**config.mk**
```make
export PLATFORM = sky130hd
export DESIGN_NAME = lc_state_decoder_flat
export DESIGN_NICKNAME = d
export VERILOG_FILES = /design/src/rtl/lc_state_decoder_pkg.sv /design/src/rtl/lc_state_decoder_if.sv /design/src/rtl/lc_state_filter.sv /design/src/rtl/lc_state_decoder.sv /design/src/flat_wrapper.sv
export SDC_FILE = /design/constraint.sdc
export NUM_CORES = 1
export LEC_CHECK = 0
export CAP_MARGIN = 10
export CORE_AREA = 3 3 52 102
export CTS_CLUSTER_DIAMETER = 50
export DETAILED_ROUTE_END_ITERATION = 16
export DIE_AREA = 0 0 55 105
export GPL_TIMING_DRIVEN = 1
export PLACE_DENSITY_LB_ADDON = 0.2
export REMOVE_ABC_BUFFERS = 1
export SLEW_MARGIN = 20
export SYNTH_ARGS = -nofsm -noshare
export SYNTH_HDL_FRONTEND = slang
export SYNTH_SLANG_ARGS = --single-unit
```
**constraint.sdc**
```tcl
create_clock -name clk_i -period 3.8 [get_ports clk_i]
set_input_delay 0.38 -clock clk_i [delete_from_list [all_inputs] [get_ports clk_i]]
set_output_delay 0.38 -clock clk_i [all_outputs]
set_load 0.02 [all_outputs]
```
**src/rtl/lc_state_decoder_pkg.sv**
```systemverilog
// Life-cycle state encodings, decoded indices and decoder FSM states.
// Shared by the decoder, its filter and the bus interface.
package lc_ctrl_state_pkg;

  localparam logic [1:0] B0 = 2'b01;
  localparam logic [1:0] B1 = 2'b10;

  typedef enum logic [3:0] {
    LcRaw   = {B0, B0},
    LcTest  = {B0, B1},
    LcProd  = {B1, B1},
    LcScrap = {B1, B0}
  } lc_state_e;

  typedef enum logic [1:0] {
    IdxRaw   = 2'd0,
    IdxTest  = 2'd1,
    IdxProd  = 2'd2,
    IdxScrap = 2'd3
  } lc_idx_e;

  typedef enum logic [1:0] {
    StIdle,
    StFilter,
    StStable,
    StError
  } dec_fsm_e;

  typedef enum logic [1:0] {
    ErrNone = 2'd0,
    ErrEnc  = 2'd1,
    ErrBack = 2'd2
  } err_code_e;

  function automatic logic lc_valid(logic [3:0] s);
    case (s)
      LcRaw, LcTest, LcProd, LcScrap: return 1'b1;
      default: return 1'b0;
    endcase
  endfunction

  function automatic lc_idx_e lc_to_idx(logic [3:0] s);
    case (s)
      LcRaw:   return IdxRaw;
      LcTest:  return IdxTest;
      LcProd:  return IdxProd;
      default: return IdxScrap;
    endcase
  endfunction

endpackage

```
**src/rtl/lc_state_decoder_if.sv**
```systemverilog
// Sample/decoded-state bundle between lc state flops and consumers.
// err_code_o exists only with LC_STATE_DECODER_ERR_CODE_EN.
interface lc_state_decoder_if;

  logic [3:0] state_i;
  logic       state_valid_i;
  logic       dec_valid_o;
  logic [1:0] dec_state_o;
  logic [3:0] dec_onehot_o;
  logic       err_o;
  logic [3:0] trans_cnt_o;
`ifdef LC_STATE_DECODER_ERR_CODE_EN
  logic [1:0] err_code_o;

  modport master (
    output state_i, state_valid_i,
    input  dec_valid_o, dec_state_o, dec_onehot_o,
    input  err_o, trans_cnt_o, err_code_o
  );

  modport slave (
    input  state_i, state_valid_i,
    output dec_valid_o, dec_state_o, dec_onehot_o,
    output err_o, trans_cnt_o, err_code_o
  );
`else
  modport master (
    output state_i, state_valid_i,
    input  dec_valid_o, dec_state_o, dec_onehot_o,
    input  err_o, trans_cnt_o
  );

  modport slave (
    input  state_i, state_valid_i,
    output dec_valid_o, dec_state_o, dec_onehot_o,
    output err_o, trans_cnt_o
  );
`endif

endinterface

```
**src/rtl/lc_state_filter.sv**
```systemverilog
// Stability filter: candidate word plus run-length counter.
// Raises commit_o on the edge whose sample completes the run.
module lc_state_filter #(
  parameter int FilterCycles = 4
) (
  input  logic       clk_i,
  input  logic       rst_ni,
  input  logic       upd_i,
  input  logic       fresh_i,
  input  logic [3:0] sample_i,
  output logic       commit_o
);

  localparam int CntW = $clog2(FilterCycles + 1);

  logic [3:0]      cand_q, cand_d;
  logic [CntW-1:0] cnt_q, cnt_d;
  logic            match;

  assign match = !fresh_i && (sample_i == cand_q);

  // A fresh or differing sample restarts the run at one.
  always_comb begin
    cand_d = cand_q;
    cnt_d  = cnt_q;
    if (upd_i) begin
      cand_d = sample_i;
      cnt_d  = match ? cnt_q + CntW'(1) : CntW'(1);
    end
  end

  assign commit_o = upd_i && (cnt_d == CntW'(FilterCycles));

  // Candidate and counter registers.
  always_ff @(posedge clk_i or negedge rst_ni) begin
    if (!rst_ni) begin
      cand_q <= '0;
      cnt_q  <= '0;
    end else begin
      cand_q <= cand_d;
      cnt_q  <= cnt_d;
    end
  end

endmodule

```
**src/rtl/lc_state_decoder.sv**
```systemverilog
// Life-cycle state reader: validate, filter, forward-only commit.
// Optional err_code_o under LC_STATE_DECODER_ERR_CODE_EN.
module lc_state_decoder
  import lc_ctrl_state_pkg::*;
#(
  parameter int FilterCycles = 4
) (
  input logic               clk_i,
  input logic               rst_ni,
  lc_state_decoder_if.slave bus
);

  dec_fsm_e   state_q, state_d;
  logic       valid_q, valid_d;
  lc_idx_e    idx_q, idx_d;
  logic [3:0] oh_q, oh_d;
  logic       err_q, err_d;
  logic [3:0] tcnt_q, tcnt_d;
  err_code_e  code_q, code_d;

  logic       sv, legal, upd, commit;
  lc_idx_e    idx;

  assign sv    = bus.state_valid_i;
  assign legal = lc_valid(bus.state_i);
  assign idx   = lc_to_idx(bus.state_i);

  assign upd = sv && legal && (state_q != StError) &&
               !(state_q == StStable && idx == idx_q);

  lc_state_filter #(
    .FilterCycles(FilterCycles)
  ) u_filter (
    .clk_i   (clk_i),
    .rst_ni  (rst_ni),
    .upd_i   (upd),
    .fresh_i (state_q != StFilter),
    .sample_i(bus.state_i),
    .commit_o(commit)
  );

  // Next state: error escalation, commit, or keep filtering.
  always_comb begin
    state_d = state_q;
    valid_d = valid_q;
    idx_d   = idx_q;
    oh_d    = oh_q;
    err_d   = err_q;
    tcnt_d  = tcnt_q;
    code_d  = code_q;
    if (state_q != StError && sv) begin
      if (!legal || (commit && valid_q && idx < idx_q)) begin
        state_d = StError;
        valid_d = 1'b1;
        idx_d   = IdxScrap;
        oh_d    = 4'b1000;
        err_d   = 1'b1;
        code_d  = legal ? ErrBack : ErrEnc;
      end else if (commit) begin
        state_d = StStable;
        valid_d = 1'b1;
        idx_d   = idx;
        oh_d    = 4'b0001 << idx;
        if (valid_q && idx != idx_q && tcnt_q != 4'hf)
          tcnt_d = tcnt_q + 4'd1;
      end else if (upd) begin
        state_d = StFilter;
      end
    end
  end

  // State and output registers.
  always_ff @(posedge clk_i or negedge rst_ni) begin
    if (!rst_ni) begin
      state_q <= StIdle;
      valid_q <= 1'b0;
      idx_q   <= IdxRaw;
      oh_q    <= 4'b0000;
      err_q   <= 1'b0;
      tcnt_q  <= 4'd0;
      code_q  <= ErrNone;
    end else begin
      state_q <= state_d;
      valid_q <= valid_d;
      idx_q   <= idx_d;
      oh_q    <= oh_d;
      err_q   <= err_d;
      tcnt_q  <= tcnt_d;
      code_q  <= code_d;
    end
  end

  assign bus.dec_valid_o  = valid_q;
  assign bus.dec_state_o  = idx_q;
  assign bus.dec_onehot_o = oh_q;
  assign bus.err_o        = err_q;
  assign bus.trans_cnt_o  = tcnt_q;
`ifdef LC_STATE_DECODER_ERR_CODE_EN
  assign bus.err_code_o   = code_q;
`else
  logic unused_code;
  assign unused_code = ^code_q;
`endif

endmodule

```
**src/flat_wrapper.sv**
```systemverilog
// flat-port wrapper written by rule: the top's interface ports become plain ports
module lc_state_decoder_flat import lc_ctrl_state_pkg::*;
#(
  parameter int FilterCycles = 4
)
  (clk_i, rst_ni, bus_state_i, bus_state_valid_i, bus_dec_valid_o, bus_dec_state_o, bus_dec_onehot_o, bus_err_o, bus_trans_cnt_o);
  lc_state_decoder_if bus_i ();
  input logic clk_i;
  input logic rst_ni;
  input wire logic [$bits(bus_i.state_i)-1:0] bus_state_i;
  input wire logic [$bits(bus_i.state_valid_i)-1:0] bus_state_valid_i;
  output wire logic [$bits(bus_i.dec_valid_o)-1:0] bus_dec_valid_o;
  output wire logic [$bits(bus_i.dec_state_o)-1:0] bus_dec_state_o;
  output wire logic [$bits(bus_i.dec_onehot_o)-1:0] bus_dec_onehot_o;
  output wire logic [$bits(bus_i.err_o)-1:0] bus_err_o;
  output wire logic [$bits(bus_i.trans_cnt_o)-1:0] bus_trans_cnt_o;
  assign bus_i.state_i = bus_state_i;
  assign bus_i.state_valid_i = bus_state_valid_i;
  assign bus_dec_valid_o = bus_i.dec_valid_o;
  assign bus_dec_state_o = bus_i.dec_state_o;
  assign bus_dec_onehot_o = bus_i.dec_onehot_o;
  assign bus_err_o = bus_i.err_o;
  assign bus_trans_cnt_o = bus_i.trans_cnt_o;
  lc_state_decoder #(.FilterCycles(FilterCycles)) u_core (.clk_i(clk_i), .rst_ni(rst_ni), .bus(bus_i));
endmodule
```
* After elaboration in Yosys (flattened, before gate mapping)
Cells that the tools add are included.
** Word-level totals
- Bits in registers :: 21
- Latch bits :: 0
- RAM bits :: 0
- Memory bits (read-only) :: 0
- Input port bits :: 7
- Output and inout port bits :: 12
- Word-level logic and storage cells :: 60
- Memories :: 0
** Cells by class
- $add $sub $neg :: 2
- Multipliers :: 0
- Divide/modulo/power cells :: 0
- Order comparisons :: 1
- Equal/unequal tests :: 12
- Shifts and indexed selects :: 1
- Mux-type cells :: 13
- Bitwise gates (word level) :: 1
- Reduce and logical (&&, ||, !) cells :: 22
** Operators by type and width (number)
- $logic_and 1x1->1 :: 11
- $mux 2 :: 5
- $eq 4x3->1 const B :: 2
- $eq 4x4->1 const B :: 2
- $mux 4 :: 2
- $mux 3 :: 2
- $pmux 2 s3 :: 1
- $reduce_and 2->1 :: 3
- $add 4x1->4 const B :: 1
- $eq 4x4->1 :: 1
- $ne 4x4->1 const B :: 1
- $reduce_and 4->1 :: 1
- $reduce_or 4->1 :: 1
- $shl 1x2->4 const A :: 1
- $add 3x1->3 const B :: 1
- $eq 3x3->1 const B :: 1
- $logic_not 1->1 :: 3
- $mux 1 :: 3
- $reduce_bool 3->1 :: 1
- $eq 2x2->1 :: 1
- $eq 2x2->1 const B :: 1
- $lt 2x2->1 :: 1
- $ne 2x1->1 const B :: 1
- $ne 2x2->1 :: 1
- 4 further kinds :: 4

* Depth between registers and ports, before layout
- Word-level depth :: 14
- Depth in mapped cells :: 11
- Gate-level depth less buffers :: 9

* Cells and area by module
From an unflattened synthesis, not the netlist that was laid out.
** Unflattened totals
- Cells, all modules :: 110
- Area total of the unflattened synthesis :: 1167.4 um^2
** By module, submodules not included
- lc_state_decoder :: instances 1, cells each 74, area each 764.5 um^2, seq. area each 350.3 um^2
- lc_state_filter :: instances 1, cells each 36, area each 402.9 um^2, seq. area each 175.2 um^2

* Worst setup path after synthesis
Ideal clock, no wire load.
- Path type :: input port to flip-flop
- Start :: input bus_state_i[2]
- End :: register u_core.tcnt_q[1] (netlist: u_core.bus.trans_cnt_o[1])
- Setup time :: 125 ps
- Data arrival time :: 2541 ps
- Required time :: 3675 ps
- Slack :: 1133 ps
- Cell stages on the path :: 9
- Path buffers :: 0
- Path through :: nor2b_1 -> and3b_2 -> or2_2 -> ha_1 -> a21oi_1 -> o21ai_0 -> a211oi_2 -> nand3_2 -> mux2_4
** On the way
- Cells in the longest elaborated chain, start to end :: 14
- Elaborated cells between the ends (all ways) :: 29
- Those cells by class :: 1 x order compare; 8 x eq/ne; 4 x mux; 1 x bitwise; 15 x reduce/logical
** Ends and longest elaborated chain
- start, declared :: line flat_wrapper.sv:10 : input wire logic [$bits(bus_i.state_i)-1:0] bus_state_i;
- $eq 4x4->1, or another cell as far along :: line lc_state_decoder_pkg.sv:36, lc_state_decoder_pkg.sv:43
- $pmux 2 s3 or $reduce_or 4->1 (tied branches) :: line lc_state_decoder_pkg.sv:43, lc_state_decoder_pkg.sv:36
- $eq 2x2->1 or $mux 1 (tied branches) :: line lc_state_decoder.sv:29, lc_state_decoder_pkg.sv:36
- $logic_and 1x1->1 (on tied branches) :: line lc_state_decoder.sv:29, lc_state_decoder.sv:28
- $logic_not 1->1 or $logic_and 1x1->1 (tied branches) :: line lc_state_decoder.sv:29, lc_state_decoder.sv:28
- $logic_and 1x1->1 :: line lc_state_decoder.sv:28 : assign upd = sv && legal && (state_q != StError) &&
- $mux 3 :: line lc_state_filter.sv:26 : if (upd_i) begin
- $eq 3x3->1 :: line lc_state_filter.sv:32 : assign commit_o = upd_i && (cnt_d == CntW'(FilterCycles));
- $logic_and 1x1->1 :: line lc_state_filter.sv:32
- $logic_and 1x1->1 (2 in series) :: line lc_state_decoder.sv:52 : if (!legal || (commit && valid_q && idx < idx_q)) begin
- $logic_or 1x1->1 :: line lc_state_decoder.sv:52
- $not 1->1 (no source line)
- $reduce_and 4->1 (no source line) (*)
- end signal, assigned :: line lc_state_decoder.sv:88 : tcnt_q <= tcnt_d;
- end, declared :: line lc_state_decoder.sv:18 : logic [3:0] tcnt_q, tcnt_d;
Mark *: on every way between the ends. The rest lies on a longest branch, timed or not.
A chain may end at the register's enable or synchronous reset.

* Final worst setup path
- Start :: input bus_state_i[1]
- End :: register u_core.tcnt_q[1] (netlist: u_core.bus.trans_cnt_o[1])
The elaborated chain is that of the path after synthesis.

==> impl_metrics.ini <==
[layout]
final_nets = 139
syn_to_final_growth_pct = 24.1
antenna_cells = 0
drive_above_1_share = 0.118

[placed_design]
place_worst_setup_slack_ps = 271
dp_hpwl_um = 2060
portBuffers = 18
routabilityCongestion = 0.727

[timing]
slew_viol_final = 0
finalSetupViolCount = 0
tightest_slew_ps = 661
max_freq_mhz = 309
slew_headroom = 0.548
worst_slack_ps = 559
rsz0062_at_grt = no
min_period_ps = 3240
setup_tns_ps = 0
finalHoldViolCount = 0
finalClockSkew_ps = 4.69
period_share = 0.853

[logic_synthesis]
ys_warn_count = 0
synth_ff_type = dfrtp_1
avgSynthCellArea_um2 = 10.7
synthTopCellsByCount = dfrtp_1, nand2_1, nor2b_1
synth-edff-count = 0
synth.most_common_cell = dfrtp_1
ys_top_cells_by_area = dfrtp_1, ha_1, nand2_1
synth_area_um2 = 1140
ys_ff_latch = 21
synth_top_area_share = 0.462
synth_area_leader_cell = dfrtp_1
yosysUniqueCellTypes = 35
synthCells = 106
async_reset_ff_frac = 1.00
seq_area_frac_synth = 0.462

[route]
vias_per_cell = 4.58
drt_iter0_drc = 25
routed_wl_um = 2560
ant_nets = 0
drc = 0
wire_per_inst_um = 14.1
vias = 833
drt-pass1-iter-count = 4

[floorplanning]
dieArea_um2 = 5780
die_w_um = 55
die_h_um = 105
io_pins = 19
core_um2 = 4640
floorplan.initialDensity = 0.245
rows = 35

[global_route]
grt_pass1_wl_um = 4420
grt_max_degree = 22
grt-ovfl-total = 0
antenna_found_initial = 0
grt_pass1_vias = 909
grt.total_usage = 0.107

[setup_path]
required_ps = 3950
endpoint_kind = flop
slowest_stage = clkdlybuf4s50_1
critPathMaxStageDelay_ps = 560
r2r_cells = 7
path_depth = 10
startpoint_type = input pin
crit_chain = clkdlybuf4s50_1 > nor2b_1 > and3b_1 > or2_2 > ha_1 > a21oi_1 > o21ai_0 > a211oi_2 > nand3_2 > mux2_4
path_max_fanout = 6
critical-path-top-delay-family = compound AO/OA/AOI/OAI gates
critPathBufInv = 1
crit_arrival_ps = 3390
criticalPathCategory = in -> reg

[power]
vdd.ir_drop.worst_mv = 0.238
power_density_nw_per_um2 = 391
leakagePower_uw = 0.000601

[clock_tree]
clk_pin_slew_worst_paths_ps = 80
clk_latency_ps = 260
cts_buffers = 3
cts.sinks = 21
cts.repair.resized = 0
root_buffer = clkbuf_8
cts_max_level = 1
cts_tree = done
holdBufCountCts = 0
post_cts_buffers = 0
cts_buffer_depth = 2

[run_status]
status = complete, no violations

[job]
cap_viol_max_count = 0

[min_path]
min_path_type = in -> async
state kept, by name (all words and copies together) (netlist names):
signal / count
u_core.u_filter.cand_q: 4
u_core.bus.trans_cnt_o: 4
u_core.bus.dec_state_o: 2
u_core.u_filter.cnt_q: 3
u_core.bus.dec_onehot_o: 4
u_core.bus.dec_valid_o: 1
u_core.bus.err_o: 1
u_core.state_q: 2
stage by stage:
stage	instances	cell area, µm²	power [µW]	hold WS, ps	util
final	182	1410	551	73.1	0.304
after global routing	182	1410	593	112	0.304
after CTS	182	1420	562	503	0.305
after detailed placement	178	1370	414	484	0.295
after global placement	178	1370	411	474	0.295
after floorplan	104	1110	363	84.4	-
path summary, 6_finish.rpt:
kind                       slack, ps                      start                    endpoint
setup reg to reg                1490  u_core.bus.dec_state_o[1]   u_core.bus.trans_cnt_o[1]
hold reg to reg                  490           u_core.bus.err_o            u_core.bus.err_o
min in group clk_i               490           u_core.bus.err_o            u_core.bus.err_o
setup / recovery                 560             bus_state_i[1]   u_core.bus.trans_cnt_o[1]
hold / removal                    70                     rst_ni  u_core.bus.dec_onehot_o[3]
max in group asynchronous       3380                     rst_ni      u_core.bus.dec_valid_o
cell usage in the layout (no fill, tap or decap), types with 2 or more instances in the layout:
master,count
xnor2_1,4
xor2_2,2
dfrtp_1,21
nor2b_1,7
clkdlybuf4s50_1,17
nand2b_1,4
a22oi_1,3
clkbuf_8,3
ha_1,4
nand4_1,2
nand3_1,2
nor2_1,5
nand2_1,12
inv_1,5
o21ai_0,5
a21oi_1,5
nor3b_1,2
a22o_1,3
metal layers:
metal | GRT usage | routed length, µm
met1 | 0.113 | 950
met2 | 0.192 | 1500
met3 | 0.0200 | 63
met4 | 0.0417 | 44
met5 | 0 | 0
cells by family after synthesis:
group | count (synthesis) | synth area share
buffers and inverters | 7 | 0.0363
AOI/OAI and AO/OA | 25 | 0.175
adders and majority gates | 4 | 0.0440
xor gates and xnor gates | 7 | 0.0671
DFF | 21 | 0.462
and+or+nand+nor | 41 | 0.202
muxes | 1 | 0.0132
where the power goes:
| part | switching, µW | total (µW) | internal [µW] |
|---|---|---|---|
| clock | 72.3 | 147 | 74.7 |
| combinational | 75.0 | 127 | 52.2 |
| sequential | 22.1 | 277 | 255 |
| total | 169 | 551 | 382 |
area by class of cell:
class	count	area, µm²
fill	522	3230
multi-input combinational	78	571
sequential	21	526
timing repair buffer	19	183
tap	55	68.8
clock buffer	4	45.0
inverter	5	18.8
Note: power is estimated with default switching activity, not from simulation.
